$ cat config.mk
export PLATFORM = sky130hd
export DESIGN_NAME = lc3b_mem_sequencer
export DESIGN_NICKNAME = d
export VERILOG_FILES = /design/src/rtl/lc3b_mem_sequencer_pkg.sv /design/src/rtl/lc3b_byte_lane.sv /design/src/rtl/lc3b_mem_sequencer.sv
export SDC_FILE = /design/constraint.sdc
export NUM_CORES = 1
export LEC_CHECK = 0
export BUFFER_PORTS_ARGS = -buffer_cell sky130_fd_sc_hd__buf_2
export CAP_MARGIN = 20
export CORE_MARGIN = 2
export CORE_UTILIZATION = 46
export DETAILED_ROUTE_END_ITERATION = 8
export PLACE_DENSITY = 0.73
export REMOVE_ABC_BUFFERS = 1
export SETUP_SLACK_MARGIN = 0.4
export SLEW_MARGIN = 5
export SYNTH_ARGS = -nofsm -noshare
export SYNTH_HDL_FRONTEND = slang
export SYNTH_SLANG_ARGS = --single-unit
$ cat constraint.sdc
create_clock -name clk -period 2.32 [get_ports clk]
set_input_delay 0.116 -clock clk [delete_from_list [all_inputs] [get_ports clk]]
set_output_delay 0.116 -clock clk [all_outputs]
set_load 0.03 [all_outputs]
$ cat src/rtl/lc3b_mem_sequencer_pkg.sv
// Shared LC-3b types for the data-memory sequencer: word/byte/mask aliases,
// the memory-op and sequencer-state enums, and small op-decode helpers.
package lc3b_mem_sequencer_pkg;

  typedef logic [15:0] lc3b_word;
  typedef logic [7:0]  lc3b_byte;
  typedef logic [1:0]  lc3b_mem_wmask;

  typedef enum logic [2:0] {
    mop_ldw = 3'd0,
    mop_ldb = 3'd1,
    mop_stw = 3'd2,
    mop_stb = 3'd3,
    mop_ldi = 3'd4,
    mop_sti = 3'd5
  } lc3b_memop;

  typedef enum logic [1:0] {
    ms_idle = 2'd0,
    ms_ptr  = 2'd1,
    ms_acc  = 2'd2
  } lc3b_memseq_state;

  function automatic logic memop_is_store(input lc3b_memop op);
    case (op)
      mop_stw, mop_stb, mop_sti: return 1'b1;
      default:                   return 1'b0;
    endcase
  endfunction

  function automatic logic memop_is_indirect(input lc3b_memop op);
    case (op)
      mop_ldi, mop_sti: return 1'b1;
      default:          return 1'b0;
    endcase
  endfunction

  function automatic lc3b_word sext8(input lc3b_byte b);
    return {{8{b[7]}}, b};
  endfunction

  function automatic lc3b_word word_align(input lc3b_word a);
    return {a[15:1], 1'b0};
  endfunction

endpackage

$ cat src/rtl/lc3b_byte_lane.sv
// Byte-lane steering for the memory sequencer: store replication and write
// mask generation, plus lane select and sign extension for byte loads.
module lc3b_byte_lane
  import lc3b_mem_sequencer_pkg::*;
(
  input  logic [2:0]  op,
  input  logic        addr_lsb,
  input  logic [15:0] wdata,
  input  logic [15:0] mem_rdata,
  output logic [15:0] store_data,
  output logic [1:0]  store_mask,
  output logic [15:0] load_data
);

  // Lane steering; loads produce no write mask at all.
  always_comb begin
    store_data = 16'h0000;
    store_mask = 2'b00;
    load_data  = mem_rdata;
    case (lc3b_memop'(op))
      mop_stb: begin
        store_data = {wdata[7:0], wdata[7:0]};
        if (addr_lsb) begin
          store_mask = 2'b10;
        end else begin
          store_mask = 2'b01;
        end
      end
      mop_stw, mop_sti: begin
        store_data = wdata;
        store_mask = 2'b11;
      end
      mop_ldb: begin
        if (addr_lsb) begin
          load_data = sext8(mem_rdata[15:8]);
        end else begin
          load_data = sext8(mem_rdata[7:0]);
        end
      end
      default: begin
        store_data = 16'h0000;
        store_mask = 2'b00;
        load_data  = mem_rdata;
      end
    endcase
  end

endmodule

$ cat src/rtl/lc3b_mem_sequencer.sv
// LC-3b data-memory sequencer: accepts one request from control, runs the
// (optionally indirect) memory handshake with a watchdog, and pulses done/err.
module lc3b_mem_sequencer
  import lc3b_mem_sequencer_pkg::*;
#(
  parameter int unsigned MAX_WAIT = 64
) (
  input  logic        clk,
  input  logic        reset_n,
  input  logic        req_valid,
  output logic        req_ready,
  input  logic [2:0]  req_op,
  input  logic [15:0] req_addr,
  input  logic [15:0] req_wdata,
  output logic        done,
  output logic        err,
  output logic [15:0] rdata,
  output logic [15:0] mem_address,
  output logic        mem_read,
  output logic        mem_write,
  output logic [1:0]  mem_wmask,
  output logic [15:0] mem_wdata,
  input  logic [15:0] mem_rdata,
  input  logic        mem_resp
);

  localparam int          CW    = (MAX_WAIT > 2) ? $clog2(MAX_WAIT) : 1;
  localparam logic        WD_EN = (MAX_WAIT > 0);
  localparam logic [CW-1:0] LIMIT = CW'((MAX_WAIT > 0) ? (MAX_WAIT - 1) : 0);
  localparam logic [CW-1:0] ONE   = CW'(1);
  localparam logic [CW-1:0] ZERO  = {CW{1'b0}};

  lc3b_memseq_state state_r, state_nxt;
  lc3b_memop        op_r, op_nxt;
  lc3b_word         addr_r, addr_nxt;
  lc3b_word         wdata_r, wdata_nxt;
  logic [CW-1:0]    wait_cnt_r, wait_cnt_nxt;

  logic          req_ready_r, req_ready_nxt;
  logic          done_r, done_nxt;
  logic          err_r, err_nxt;
  lc3b_word      rdata_r, rdata_nxt;
  lc3b_word      mem_address_r, mem_address_nxt;
  logic          mem_read_r, mem_read_nxt;
  logic          mem_write_r, mem_write_nxt;
  lc3b_mem_wmask mem_wmask_r, mem_wmask_nxt;
  lc3b_word      mem_wdata_r, mem_wdata_nxt;

  lc3b_memop     req_op_s;
  logic [2:0]    lane_op_s;
  logic          lane_lsb_s;
  lc3b_word      lane_wdata_s;
  lc3b_word      lane_store_s;
  lc3b_mem_wmask lane_mask_s;
  lc3b_word      lane_load_s;
  logic          strobe_s;
  logic          timeout_s;

  assign req_op_s  = lc3b_memop'(req_op);
  assign strobe_s  = mem_read_r | mem_write_r;
  // The limit cycle only aborts when no response arrives in it.
  assign timeout_s = WD_EN && strobe_s && !mem_resp && (wait_cnt_r == LIMIT);

  // In IDLE the lane logic looks at the incoming request so direct accesses
  // can raise their strobe and mask on the acceptance edge.
  assign lane_op_s    = (state_r == ms_idle) ? req_op        : op_r;
  assign lane_lsb_s   = (state_r == ms_idle) ? req_addr[0]   : addr_r[0];
  assign lane_wdata_s = (state_r == ms_idle) ? req_wdata     : wdata_r;

  lc3b_byte_lane u_byte_lane (
    .op         (lane_op_s),
    .addr_lsb   (lane_lsb_s),
    .wdata      (lane_wdata_s),
    .mem_rdata  (mem_rdata),
    .store_data (lane_store_s),
    .store_mask (lane_mask_s),
    .load_data  (lane_load_s)
  );

  // Next-state and next-output computation for the sequencer FSM.
  always_comb begin
    state_nxt       = state_r;
    op_nxt          = op_r;
    addr_nxt        = addr_r;
    wdata_nxt       = wdata_r;
    wait_cnt_nxt    = wait_cnt_r;
    req_ready_nxt   = 1'b0;
    done_nxt        = 1'b0;
    err_nxt         = 1'b0;
    rdata_nxt       = rdata_r;
    mem_address_nxt = mem_address_r;
    mem_read_nxt    = mem_read_r;
    mem_write_nxt   = mem_write_r;
    mem_wmask_nxt   = mem_wmask_r;
    mem_wdata_nxt   = mem_wdata_r;

    case (state_r)
      ms_idle: begin
        if (req_valid && req_ready_r) begin
          op_nxt          = req_op_s;
          addr_nxt        = req_addr;
          wdata_nxt       = req_wdata;
          wait_cnt_nxt    = ZERO;
          mem_address_nxt = word_align(req_addr);
          if (memop_is_indirect(req_op_s)) begin
            state_nxt    = ms_ptr;
            mem_read_nxt = 1'b1;
          end else begin
            state_nxt     = ms_acc;
            mem_read_nxt  = !memop_is_store(req_op_s);
            mem_write_nxt = memop_is_store(req_op_s);
            mem_wmask_nxt = lane_mask_s;
            mem_wdata_nxt = lane_store_s;
          end
        end else begin
          req_ready_nxt = 1'b1;
        end
      end

      ms_ptr: begin
        if (mem_resp) begin
          state_nxt    = ms_acc;
          addr_nxt     = mem_rdata;
          mem_read_nxt = 1'b0;
          wait_cnt_nxt = ZERO;
        end else if (timeout_s) begin
          state_nxt    = ms_idle;
          mem_read_nxt = 1'b0;
          err_nxt      = 1'b1;
          wait_cnt_nxt = ZERO;
        end else if (WD_EN) begin
          wait_cnt_nxt = wait_cnt_r + ONE;
        end else begin
          wait_cnt_nxt = wait_cnt_r;
        end
      end

      ms_acc: begin
        // Strobes low here means we just came from PTR: raise them now.
        if (!strobe_s) begin
          mem_address_nxt = word_align(addr_r);
          mem_read_nxt    = !memop_is_store(op_r);
          mem_write_nxt   = memop_is_store(op_r);
          mem_wmask_nxt   = lane_mask_s;
          mem_wdata_nxt   = lane_store_s;
          wait_cnt_nxt    = ZERO;
        end else if (mem_resp) begin
          if (memop_is_store(op_r)) begin
            rdata_nxt = rdata_r;
          end else begin
            rdata_nxt = lane_load_s;
          end
          state_nxt     = ms_idle;
          mem_read_nxt  = 1'b0;
          mem_write_nxt = 1'b0;
          mem_wmask_nxt = 2'b00;
          mem_wdata_nxt = 16'h0000;
          done_nxt      = 1'b1;
          wait_cnt_nxt  = ZERO;
        end else if (timeout_s) begin
          state_nxt     = ms_idle;
          mem_read_nxt  = 1'b0;
          mem_write_nxt = 1'b0;
          mem_wmask_nxt = 2'b00;
          mem_wdata_nxt = 16'h0000;
          err_nxt       = 1'b1;
          wait_cnt_nxt  = ZERO;
        end else if (WD_EN) begin
          wait_cnt_nxt = wait_cnt_r + ONE;
        end else begin
          wait_cnt_nxt = wait_cnt_r;
        end
      end

      default: begin
        state_nxt     = ms_idle;
        mem_read_nxt  = 1'b0;
        mem_write_nxt = 1'b0;
        mem_wmask_nxt = 2'b00;
        wait_cnt_nxt  = ZERO;
      end
    endcase
  end

  // State and registered-output update; reset drops the strobes at once.
  always_ff @(posedge clk or negedge reset_n) begin
    if (!reset_n) begin
      state_r       <= ms_idle;
      op_r          <= mop_ldw;
      addr_r        <= 16'h0000;
      wdata_r       <= 16'h0000;
      wait_cnt_r    <= ZERO;
      req_ready_r   <= 1'b1;
      done_r        <= 1'b0;
      err_r         <= 1'b0;
      rdata_r       <= 16'h0000;
      mem_address_r <= 16'h0000;
      mem_read_r    <= 1'b0;
      mem_write_r   <= 1'b0;
      mem_wmask_r   <= 2'b00;
      mem_wdata_r   <= 16'h0000;
    end else begin
      state_r       <= state_nxt;
      op_r          <= op_nxt;
      addr_r        <= addr_nxt;
      wdata_r       <= wdata_nxt;
      wait_cnt_r    <= wait_cnt_nxt;
      req_ready_r   <= req_ready_nxt;
      done_r        <= done_nxt;
      err_r         <= err_nxt;
      rdata_r       <= rdata_nxt;
      mem_address_r <= mem_address_nxt;
      mem_read_r    <= mem_read_nxt;
      mem_write_r   <= mem_write_nxt;
      mem_wmask_r   <= mem_wmask_nxt;
      mem_wdata_r   <= mem_wdata_nxt;
    end
  end

  assign req_ready   = req_ready_r;
  assign done        = done_r;
  assign err         = err_r;
  assign rdata       = rdata_r;
  assign mem_address = mem_address_r;
  assign mem_read    = mem_read_r;
  assign mem_write   = mem_write_r;
  assign mem_wmask   = mem_wmask_r;
  assign mem_wdata   = mem_wdata_r;

endmodule

==> run metrics <==
Initial Utilization=0.477; Die Y=around 110 µm; Routed Antenna Nets=0; total number of vias=approximately 4k; Syn Inst Count=about 440; TritonCTS Buffers=9; register area share after synthesis=0.489; Min Hold Slack=approximately 0.013 ns; Clk Tree Root Cell=clkbuf_8; hold_sp=req_wdata[6]; met2 WL=around 5800 µm; PD cells=about 1600 nW/µm²; CP endpoint kind=register; TNS Setup=0 ns; worst slack at placement=0.194 ns; Antenna Cells=0; Worst-Margin Slew=between 0.6 and 0.7 ns; Routed WL=12200 µm; share of post-route cells with drive strength above 1=0.351; I/O Pins=between 100 and 150; Max H-tree Level=3; status=finished, final reports clean; final hold vios=0; critical path buffer and inverter count=3; pin count of the biggest net entering global routing=52; Final min period=~1.9 ns; maximum VDD drop=slightly above 800 µV; Vias per Instance=roughly 5.5; commonest cells after routing, fill and taps aside=108 x buf_2, 96 x dfrtp_1, 56 x mux2i_1, 51 x a21oi_1, 50 x nor2_1; uppermost layer routed=met5; Fmax achieved=~540 MHz; Arr. time, crit path=2.15 ns; die area=around 12000 µm²; Leak Pwr=a little under 3 nW; post-DP HPWL=about 8300 µm; max_cap viols=0; CORE AREA=10400 µm²; Post-synth EDFFs=0; syn_area_per_cell=11.3 µm²; synth warn=0; met3 wire length=around 700 µm; vias in the first global route=between 3k and 4k; clk buf depth=2; Iter 0 DRT Violations=between 150 and 200; Sinks on Clock Net=97; Worst Setup Slack, final=between 0.4 and 0.5 ns; gp weighted congestion=around 0.83; count of different cell masters after synthesis=60; Clock Skew=0.0111 ns; Skew-Pair Late Insertion Delay=roughly 0.37 ns; chip width=~110 µm; slew margin rel.=0.592; RSZ-0062 raised after global routing=false; Final setup violation count=0; crit-path max FO=8; Hold Path Class=in -> reg; wire length per cell=between 15 and 20 µm; post-synthesis register bit count=between 90 and 100; CP peak stage delay=~0.4 ns; Slowest-stage cell, CP=dfrtp_1; initial antenna violation count=1; Cell Rows=37; CTS tree=yes; fillcell total=862; clock-pin slew on the worst setup and hold paths=about 0.1 ns; IO buf count=roughly 110; FF-to-FF Start=state_r[1]; CP startpoint kind=register; CP Launch Point=state_r[1]; Post-Syn Area=4970 µm²; commonest non-fill, non-tap cell in the layout=buf_2; GRT Total Usage=0.212; final net count=around 640; CP Cell Sequence=inv_1 -> ha_4 -> buf_6 -> mux2i_4 -> buf_12 -> mux2i_2 -> a2bb2oi_2 -> o2bb2ai_1; DR pass1 iterations=6; critical path's top delay family=multiplexers; Slew Viols, Final=0; DR DRC count=0; FFs w/ async S/R, synth=1.00; most common flop cell mapped by yosys=dfrtp_1; Area Growth Syn to Fin=26.8%; global-route wire length before repair=about 19000 µm; Metal-1 WL=~5500 µm; worst endpoint required time=between 2 and 3 ns; crit path kind=reg -> reg; Total Power=9.85 mW; period utilization=0.805; global route total overflow=0
==> state kept, by name, indices dropped and copies added (netlist names), 3 cells and up <==
register / count
wait_cnt_r: 6
mem_wdata: 16
addr_r: 16
mem_address: 15
rdata: 16
wdata_r: 16
op_r: 3
==> final timing paths <==
kind,cells after the start,slack (ns),endpoint
max in group asynchronous,3,1.30,req_ready
worst max register to register,8,0.45,mem_wdata[11]
worst min-delay path,2,0.01,wdata_r[6]
worst min register to register,1,0.50,mem_wdata[1]
worst max-delay path,8,0.45,mem_wdata[11]
min in group asynchronous,2,0.29,mem_address[2]
==> cells in the mapped netlist (all sizes together), types with 3 or more instances <==
cell,instances,share of area
a2bb2oi,9,0.017
a21oi,51,0.051
nor2b,3,0.0038
mux2i,65,0.13
buf,24,0.031
o21ai,9,0.011
dfrtp,96,0.48
nand3b,5,0.0076
nor3b,3,0.0045
nand3,3,0.0040
inv,6,0.0045
nor3,3,0.0053
ha,5,0.013
o211ai,4,0.0060
clkbuf,4,0.0033
a21o,6,0.0091
mux2,21,0.050
nor2,52,0.041
o2bb2ai,16,0.028
nand2,18,0.014
==> final cells by class <==
cell class | instances | area (µm²) | share of cell area
multi-input cells | 310 | 2470 | 0.392
flip-flops and latches | 97 | 2430 | 0.385
repair buffers | 152 | 998 | 0.158
well taps | 136 | 170 | 0.0270
clock buffers | 9 | 124 | 0.0197
clock inverters | 7 | 86.3 | 0.0137
inverters | 6 | 22.5 | 0.00357
==> metrics by stage <==
step            util  instances  cell area [µm²]
5_1_grt        0.605        717             6300
2_1_floorplan      -        413             4800
3_5_place_dp   0.540        670             5630
4_1_cts        0.588        710             6120
3_3_place_gp   0.540        670             5630
6_report       0.605        717             6300
==> timing repair <==
item	in CTS	in global routing
setup endpoints to repair	68	52
endpoints found under the hold margin	64	1
buffers inserted	5	6
gates resized for setup	10	22
pin swaps	2	4
hold buffers	19	1
==> power by group <==
part | switching, mW | total [mW] | internal [mW]
sequential | 0.539 | 3.02 | 2.48
combinational | 3.26 | 5.67 | 2.41
clock | 0.649 | 1.17 | 0.521
total | 4.45 | 9.85 | 5.41
==> cells by family after synthesis <==
| logic type | synth area share |
|---|---|
| buf+inv | 0.0390 |
| mux | 0.183 |
| compound gates | 0.164 |
| simple gates | 0.112 |
| other cells | 0.000754 |
| flops | 0.489 |
| fa+ha+maj | 0.0126 |
==> routing by layer <==
| metal | vias up | GRT usage |
|---|---|---|
| met4 | 2 | 0.0513 |
| met3 | 18 | 0.0518 |
| li1 | 1861 | - |
| met2 | 120 | 0.331 |
| met1 | 1925 | 0.300 |
| met5 | - | 0 |
(Power assumes the default switching activity.)
